`config.mk`:
```
export PLATFORM = sky130hd
export DESIGN_NAME = wb_regfile_hilo
export DESIGN_NICKNAME = d
export VERILOG_FILES = /design/src/rtl/wb_regfile_hilo_pkg.sv /design/src/rtl/wb_regfile_hilo_hilo_reg.sv /design/src/rtl/wb_regfile_hilo.sv
export SDC_FILE = /design/constraint.sdc
export NUM_CORES = 2
export LEC_CHECK = 0
export ABC_CLOCK_PERIOD_IN_PS = 4850
export CORE_ASPECT_RATIO = 0.7
export CORE_MARGIN = 2
export CORE_UTILIZATION = 40
export CTS_BUF_LIST = sky130_fd_sc_hd__clkbuf_4 sky130_fd_sc_hd__clkbuf_8 sky130_fd_sc_hd__clkbuf_16
export CTS_CLUSTER_SIZE = 8
export DETAILED_ROUTE_END_ITERATION = 8
export PLACE_DENSITY_LB_ADDON = 0.05
export SKIP_LAST_GASP = 1
export SLEW_MARGIN = 15
export SYNTH_ARGS = -nofsm -noshare
export SYNTH_HDL_FRONTEND = slang
export SYNTH_SLANG_ARGS = --single-unit
```
`constraint.sdc`:
```
create_clock -name cpu_clk_75M -period 4.85 [get_ports cpu_clk_75M]
set_input_delay 1.2125 -clock cpu_clk_75M [delete_from_list [all_inputs] [get_ports cpu_clk_75M]]
set_output_delay 1.2125 -clock cpu_clk_75M [all_outputs]
set_load 0.03 [all_outputs]
```
`src/rtl/wb_regfile_hilo_pkg.sv`:
```
// ----------------------------------------------------------------------------
// wb_regfile_hilo_pkg
// Shared widths and control-level constants for the write-back register file
// slice of the MiniMIPS32 pipeline.
//   REG_BUS_W    : width of a GPR / HI / LO word
//   REG_ADDR_W   : GPR index width (register count = 2**REG_ADDR_W)
//   RST_ENABLE   : level of cpu_rst_n that holds the block in reset
//   WRITE_ENABLE : level of wb_wreg / wb_whilo that commits a write
//   READ_ENABLE  : level of re1 / re2 that enables a read port
// ----------------------------------------------------------------------------
package wb_regfile_hilo_pkg;

    localparam int   REG_BUS_W    = 32;
    localparam int   REG_ADDR_W   = 5;

    localparam logic RST_ENABLE   = 1'b0;
    localparam logic WRITE_ENABLE = 1'b1;
    localparam logic READ_ENABLE  = 1'b1;

endpackage : wb_regfile_hilo_pkg

```
`src/rtl/wb_regfile_hilo_hilo_reg.sv`:
```
// ----------------------------------------------------------------------------
// hilo_reg
// HI/LO register pair written together from the WB stage, with a same-cycle
// bypass so EX-stage MFHI/MFLO see a value being committed in this cycle.
// Ports:
//   cpu_clk_75M  in   pipeline clock (rising edge)
//   cpu_rst_n    in   asynchronous active-low reset
//   wb_whilo     in   write enable for both HI and LO
//   wb_hi/wb_lo  in   HI/LO write data
//   hi_o/lo_o    out  current HI/LO including bypass (combinational)
// ----------------------------------------------------------------------------
module hilo_reg
    import wb_regfile_hilo_pkg::*;
#(
    parameter int DATA_W = REG_BUS_W
) (
    input  logic              cpu_clk_75M,
    input  logic              cpu_rst_n,
    input  logic              wb_whilo,
    input  logic [DATA_W-1:0] wb_hi,
    input  logic [DATA_W-1:0] wb_lo,
    output logic [DATA_W-1:0] hi_o,
    output logic [DATA_W-1:0] lo_o
);

    logic [DATA_W-1:0] hi_q;
    logic [DATA_W-1:0] lo_q;

    always_ff @(posedge cpu_clk_75M or negedge cpu_rst_n) begin
        if (!cpu_rst_n) begin
            hi_q <= '0;
            lo_q <= '0;
        end else if (wb_whilo == WRITE_ENABLE) begin
            hi_q <= wb_hi;
            lo_q <= wb_lo;
        end
    end

    // Reset forces zero even though storage is already cleared, so the
    // outputs do not follow wb_hi/wb_lo while reset is held.
    always_comb begin
        hi_o = hi_q;
        lo_o = lo_q;
        if (cpu_rst_n == RST_ENABLE) begin
            hi_o = '0;
            lo_o = '0;
        end else if (wb_whilo == WRITE_ENABLE) begin
            hi_o = wb_hi;
            lo_o = wb_lo;
        end
    end

endmodule : hilo_reg

```
`src/rtl/wb_regfile_hilo.sv`:
```
// ----------------------------------------------------------------------------
// wb_regfile_hilo
// Write-back sink of the MEM->WB pipeline register. Commits wb_* results into
// the 32x32 GPR file and the HI/LO pair, and serves two ID-stage GPR read
// ports plus the EX-stage HI/LO read, all with same-cycle write-through.
// Ports:
//   cpu_clk_75M        in   pipeline clock (rising edge)
//   cpu_rst_n          in   asynchronous active-low reset
//   wb_wd/wb_wreg      in   GPR write index / enable
//   wb_wdata           in   GPR write data
//   wb_whilo           in   HI/LO write enable (both words)
//   wb_hi/wb_lo        in   HI/LO write data
//   re1/re2            in   read-port enables
//   raddr1/raddr2      in   read indices
//   rdata1/rdata2      out  read data (combinational)
//   hi_o/lo_o          out  current HI/LO including bypass (combinational)
// A bubble (wb_wreg=0, wb_whilo=0) leaves all state untouched; stalls and
// flushes arrive here already converted into bubbles.
// ----------------------------------------------------------------------------
module wb_regfile_hilo
    import wb_regfile_hilo_pkg::*;
#(
    parameter int DATA_W = REG_BUS_W,
    parameter int ADDR_W = REG_ADDR_W
) (
    input  logic              cpu_clk_75M,
    input  logic              cpu_rst_n,
    input  logic [ADDR_W-1:0] wb_wd,
    input  logic              wb_wreg,
    input  logic [DATA_W-1:0] wb_wdata,
    input  logic              wb_whilo,
    input  logic [DATA_W-1:0] wb_hi,
    input  logic [DATA_W-1:0] wb_lo,
    input  logic              re1,
    input  logic [ADDR_W-1:0] raddr1,
    input  logic              re2,
    input  logic [ADDR_W-1:0] raddr2,
    output logic [DATA_W-1:0] rdata1,
    output logic [DATA_W-1:0] rdata2,
    output logic [DATA_W-1:0] hi_o,
    output logic [DATA_W-1:0] lo_o
);

    localparam int NUM_REGS = 2 ** ADDR_W;

    logic [DATA_W-1:0] gpr [0:NUM_REGS-1];

    // $0 is never written, so entry 0 stays at its reset value of zero.
    always_ff @(posedge cpu_clk_75M or negedge cpu_rst_n) begin
        if (!cpu_rst_n) begin
            for (int i = 0; i < NUM_REGS; i++) begin
                gpr[i] <= '0;
            end
        end else if (wb_wreg == WRITE_ENABLE && wb_wd != '0) begin
            gpr[wb_wd] <= wb_wdata;
        end
    end

    // Read port 1: reset, disabled port and $0 all read zero; a write in
    // flight to the same index is forwarded ahead of storage.
    always_comb begin
        rdata1 = gpr[raddr1];
        if (cpu_rst_n == RST_ENABLE) begin
            rdata1 = '0;
        end else if (re1 != READ_ENABLE) begin
            rdata1 = '0;
        end else if (raddr1 == '0) begin
            rdata1 = '0;
        end else if (wb_wreg == WRITE_ENABLE && wb_wd == raddr1) begin
            rdata1 = wb_wdata;
        end
    end

    // Read port 2: same priority as port 1, fully independent.
    always_comb begin
        rdata2 = gpr[raddr2];
        if (cpu_rst_n == RST_ENABLE) begin
            rdata2 = '0;
        end else if (re2 != READ_ENABLE) begin
            rdata2 = '0;
        end else if (raddr2 == '0) begin
            rdata2 = '0;
        end else if (wb_wreg == WRITE_ENABLE && wb_wd == raddr2) begin
            rdata2 = wb_wdata;
        end
    end

    hilo_reg #(
        .DATA_W (DATA_W)
    ) u_hilo_reg (
        .cpu_clk_75M (cpu_clk_75M),
        .cpu_rst_n   (cpu_rst_n),
        .wb_whilo    (wb_whilo),
        .wb_hi       (wb_hi),
        .wb_lo       (wb_lo),
        .hi_o        (hi_o),
        .lo_o        (lo_o)
    );

endmodule : wb_regfile_hilo

```
==> out/summary.log <==
[timing] RSZ-0062 raised after global routing no
[timing] relative slew slack 0.257
[worst_setup_path] Critical Path Source Type input pin
[grt] largest net degree at the start of global routing 180
[grt] wire length of the first global-routing pass 307 mm
[power_and_ir_drop] Cell Pwr Density 401 nW/um^2
[worst_setup_path] Worst Path Class, Setup input pin to primary output
[yosys] synthesized netlist net count 4,067
[min_path] kind of path behind the tightest hold check register to register
[routing] number of detailed-routing iterations run before antenna repair 5
[die] area of the core 143,000 sq um
[clock_tree] hold_buf cts 0
[worst_setup_path] Most common cell on crit path sky130_fd_sc_hd__buf_12
[routing] vias per std cell 6.27
[clock_tree] TritonCTS clock tree built
[yosys] synthesized area divided by synthesized cell count 14.6 sq um
[grt] via count of the first global-routing pass 39,136
[min_path] Hold Path End gpr[1003]
[worst_setup_path] crit-path max FO 14
[clock_tree] clock latency on the worst-skew pair 0.77 ns
[worst_setup_path] critical register-to-register path startpoint gpr[722]
[grt] overflow left after global routing 0
[yosys] total of warnings raised by yosys 0
[placed_design] HPWL Detailed 134 mm
[layout] fraction of final layout cells with drive strength greater than 1 0.504
[power_and_ir_drop] IR Drop Worst-Case VDD 0.391 mV
[worst_setup_path] Data arrival, critical path 3.65 ns
[clock_tree] CTS Buffer Depth 3
[yosys] mapped cell area 57,600 sq um
[run_status] result of the run finished with violations
[timing] total count of max-transition violations in the final report 0
[die] row count 116
[grt] antenna violations before repair 9
[yosys] leading area contributor after synthesis sky130_fd_sc_hd__dfrtp_1
[clock_tree] clock sinks 1,088
[die] I/O pin count 245
[yosys] sequential fraction of the synthesis area 0.472
[min_path] hold_sp gpr[1003]
[routing] antenna viol nets, final 0
[die] Initial Util 0.403
[worst_setup_path] Data required, critical path 3.64 ns
[worst_setup_path] slack of the worst reg-to-reg path 4.00 ns
[layout] synthesis-to-finish area growth 19.7%
[yosys] portion of synthesized cell area occupied by the leading cell type 0.472
[die] DIE WIDTH 458 um
[timing] min Tclk post-route 4.86 ns
[placed_design] final weighted congestion in routability-driven placement 0.825
[run_status] failing checks setup timing
[worst_setup_path] endpoint of the worst register-to-register path gpr[722]
[layout] fin nets 4,342
[routing] count of unresolved DRC violations after routing 0
[grt] GRT Total Usage 0.290
[worst_setup_path] cell-by-cell trace of the critical path buf_8, buf_12, buf_12, mux4_2, and2_0, a211oi_1, or3_1, a31oi_2, buf_12
[routing] vias after detailed routing 38,454
[power_and_ir_drop] leakage power figure 0.0298 uW
[clock_tree] root cell of the clock tree sky130_fd_sc_hd__clkbuf_16
[job] count of max-cap constraint violations 0
[routing] Initial DRC Count 3,425
[timing] worst clock skew 0 ns
[clock_tree] htree depth 4
[placed_design] setup slack after placement -0.145 ns
[yosys] top cells by area in the synthesized netlist sky130_fd_sc_hd__dfrtp_1, sky130_fd_sc_hd__mux2_2, sky130_fd_sc_hd__mux4_2
[worst_setup_path] Worst path max stage delay 0.50 ns
[layout] utilization after layout 0.483
[timing] number of failing hold endpoints at the final stage 0
[timing] f_max 206 MHz
[worst_setup_path] kind of end point of the critical path primary output
[min_path] cell depth of the worst hold path 0
[timing] final worst slack -0.00887 ns
[die] die height 322 um
[timing] final worst hold slack 0.392 ns
[timing] slew of the pin with the lowest slew margin 1.11 ns
[clock_tree] total clock buffers created by CTS 154
[placed_design] quantity of I/O buffers inserted on ports 244
[die] Die Area 147,000 sq um
[routing] aggregate routed wire length 212 mm
[yosys] flip-flop and latch count after synthesis 1,088
[clock_tree] register clock-pin slew on the reported worst setup and hold paths 0.05 ns
[worst_setup_path] R2R depth 1
[routing] wire length per cell 34.6 um
[worst_setup_path] slowest stage cell on the critical path sky130_fd_sc_hd__mux4_2
[timing] final worst path period share 1.00
[timing] final-report setup violation count 1
[yosys] unique cell type count in the Yosys netlist 44
[yosys] cell count after synthesis 3,950
[cell families (layout without fill, tap and decap cells)]
group,count (synthesis),count (layout),share of synthesized area
multiplexers,1707,1707,0.418
flip-flops,1088,1088,0.472
buffers and inverters,452,741,0.0347
AO/OA/AOI/OAI,359,359,0.0436
AND/OR/NAND/NOR,334,334,0.0301
XOR/XNOR,10,10,0.00152
other,0,2,0
[synth_stat cells, drive strengths merged]
library cell,n
a2111oi,7
a211o,33
a211oi,56
a21oi,48
a221oi,6
a22oi,26
a31oi,32
and2,71
and3,23
and3b,1
buf,185
clkbuf,262
clkinv,1
dfrtp,1088
inv,4
mux2,1056
mux2i,197
mux4,454
nand2,80
nand2b,5
nand3,4
nand3b,4
nand4,1
nor2,51
nor2b,17
nor3,32
nor3b,5
nor4,3
o2111ai,1
o211ai,1
o21ai,26
o221ai,55
o22ai,68
or2,3
or3,33
or3b,1
xnor2,6
xor2,4
[worst max-delay path by stage]
stage | startpoint | endpoint | cells past startpoint
global placement | wb_wd[4] | rdata1[0] | 9
floorplan | raddr1[0] | rdata1[29] | 8
global route | wb_wd[2] | rdata1[20] | 10
finish | raddr2[0] | rdata2[14] | 9
CTS | raddr1[3] | rdata1[8] | 9
detailed placement | wb_wd[4] | rdata1[0] | 9
[final cells by class]
class,instances,area [sq um]
fillers,12352,73900
multi-input cells,2410,28800
flip-flops and latches,1088,27200
repair buffers,566,6530
clock buffers,163,4030
well taps,1888,2360
clock inverters,7,93.8
inverters,5,26.3
diodes,2,5.00
[where the power goes]
group	switching, uW	internal (uW)
combinational	2430	3410
clock	4080	5790
sequential	1200	10800
total	7710	20000
[sequential cells by signal, summed over array words and instances (netlist names)]
| register | cells |
|---|---|
| gpr | 1024 |
| u_hilo_reg.hi_q | 32 |
| u_hilo_reg.lo_q | 32 |
[critical path, delay by kind of cell]
kind	cells	cell delay, ns
AO/OA/AOI/OAI	2	0.52
buffers and inverters	4	0.83
AND/OR/NAND/NOR	2	0.53
multiplexers	1	0.50
[layout by cell type (no fill, tap or decap), drive strengths merged, types with 8 or more instances in the layout]
cell type,count
o22ai,68
mux2i,197
o221ai,55
a22oi,26
nor3,32
a31oi,32
a21oi,48
nor2b,17
inv,8
nor2,51
a211o,33
clkdlybuf4s50,170
and3,23
clkbuf,163
and2,71
o21ai,26
a211oi,56
dfrtp,1088
mux2,1056
nand2,80
or3,33
mux4,454
buf,396
[per-stage QoR]
| step | instance area, sq um | setup TNS [ns] | instances | total power, uW |
|---|---|---|---|---|
| 2_1_floorplan | 57600 | 0 | 3950 | 15700 |
| 6_report | 69000 | -0.00887 | 6129 | 27700 |
| 5_1_grt | 69000 | 0 | 6127 | 28900 |
| 3_3_place_gp | 64800 | -1.37 | 5955 | 17800 |
| 3_5_place_dp | 64800 | -0.817 | 5955 | 17900 |
| 4_1_cts | 69000 | 0 | 6126 | 27900 |
[per-layer routing]
metal	part of all wire	track usage	wire, um
met5	0.00011	0	23
met4	0.023	0.0723	4870
met3	0.062	0.0493	13300
met2	0.44	0.432	93900
met1	0.47	0.439	100000
[what timing repair did]
item / in CTS / in global routing
pin swaps: 1 / 1
endpoints found under the setup margin: 16 / 7
resized for setup: 8 / 5
endpoints found under the hold margin: 0 / 0
setup buffers: 1 / 1
Note: power is estimated with default switching activity, not from simulation.
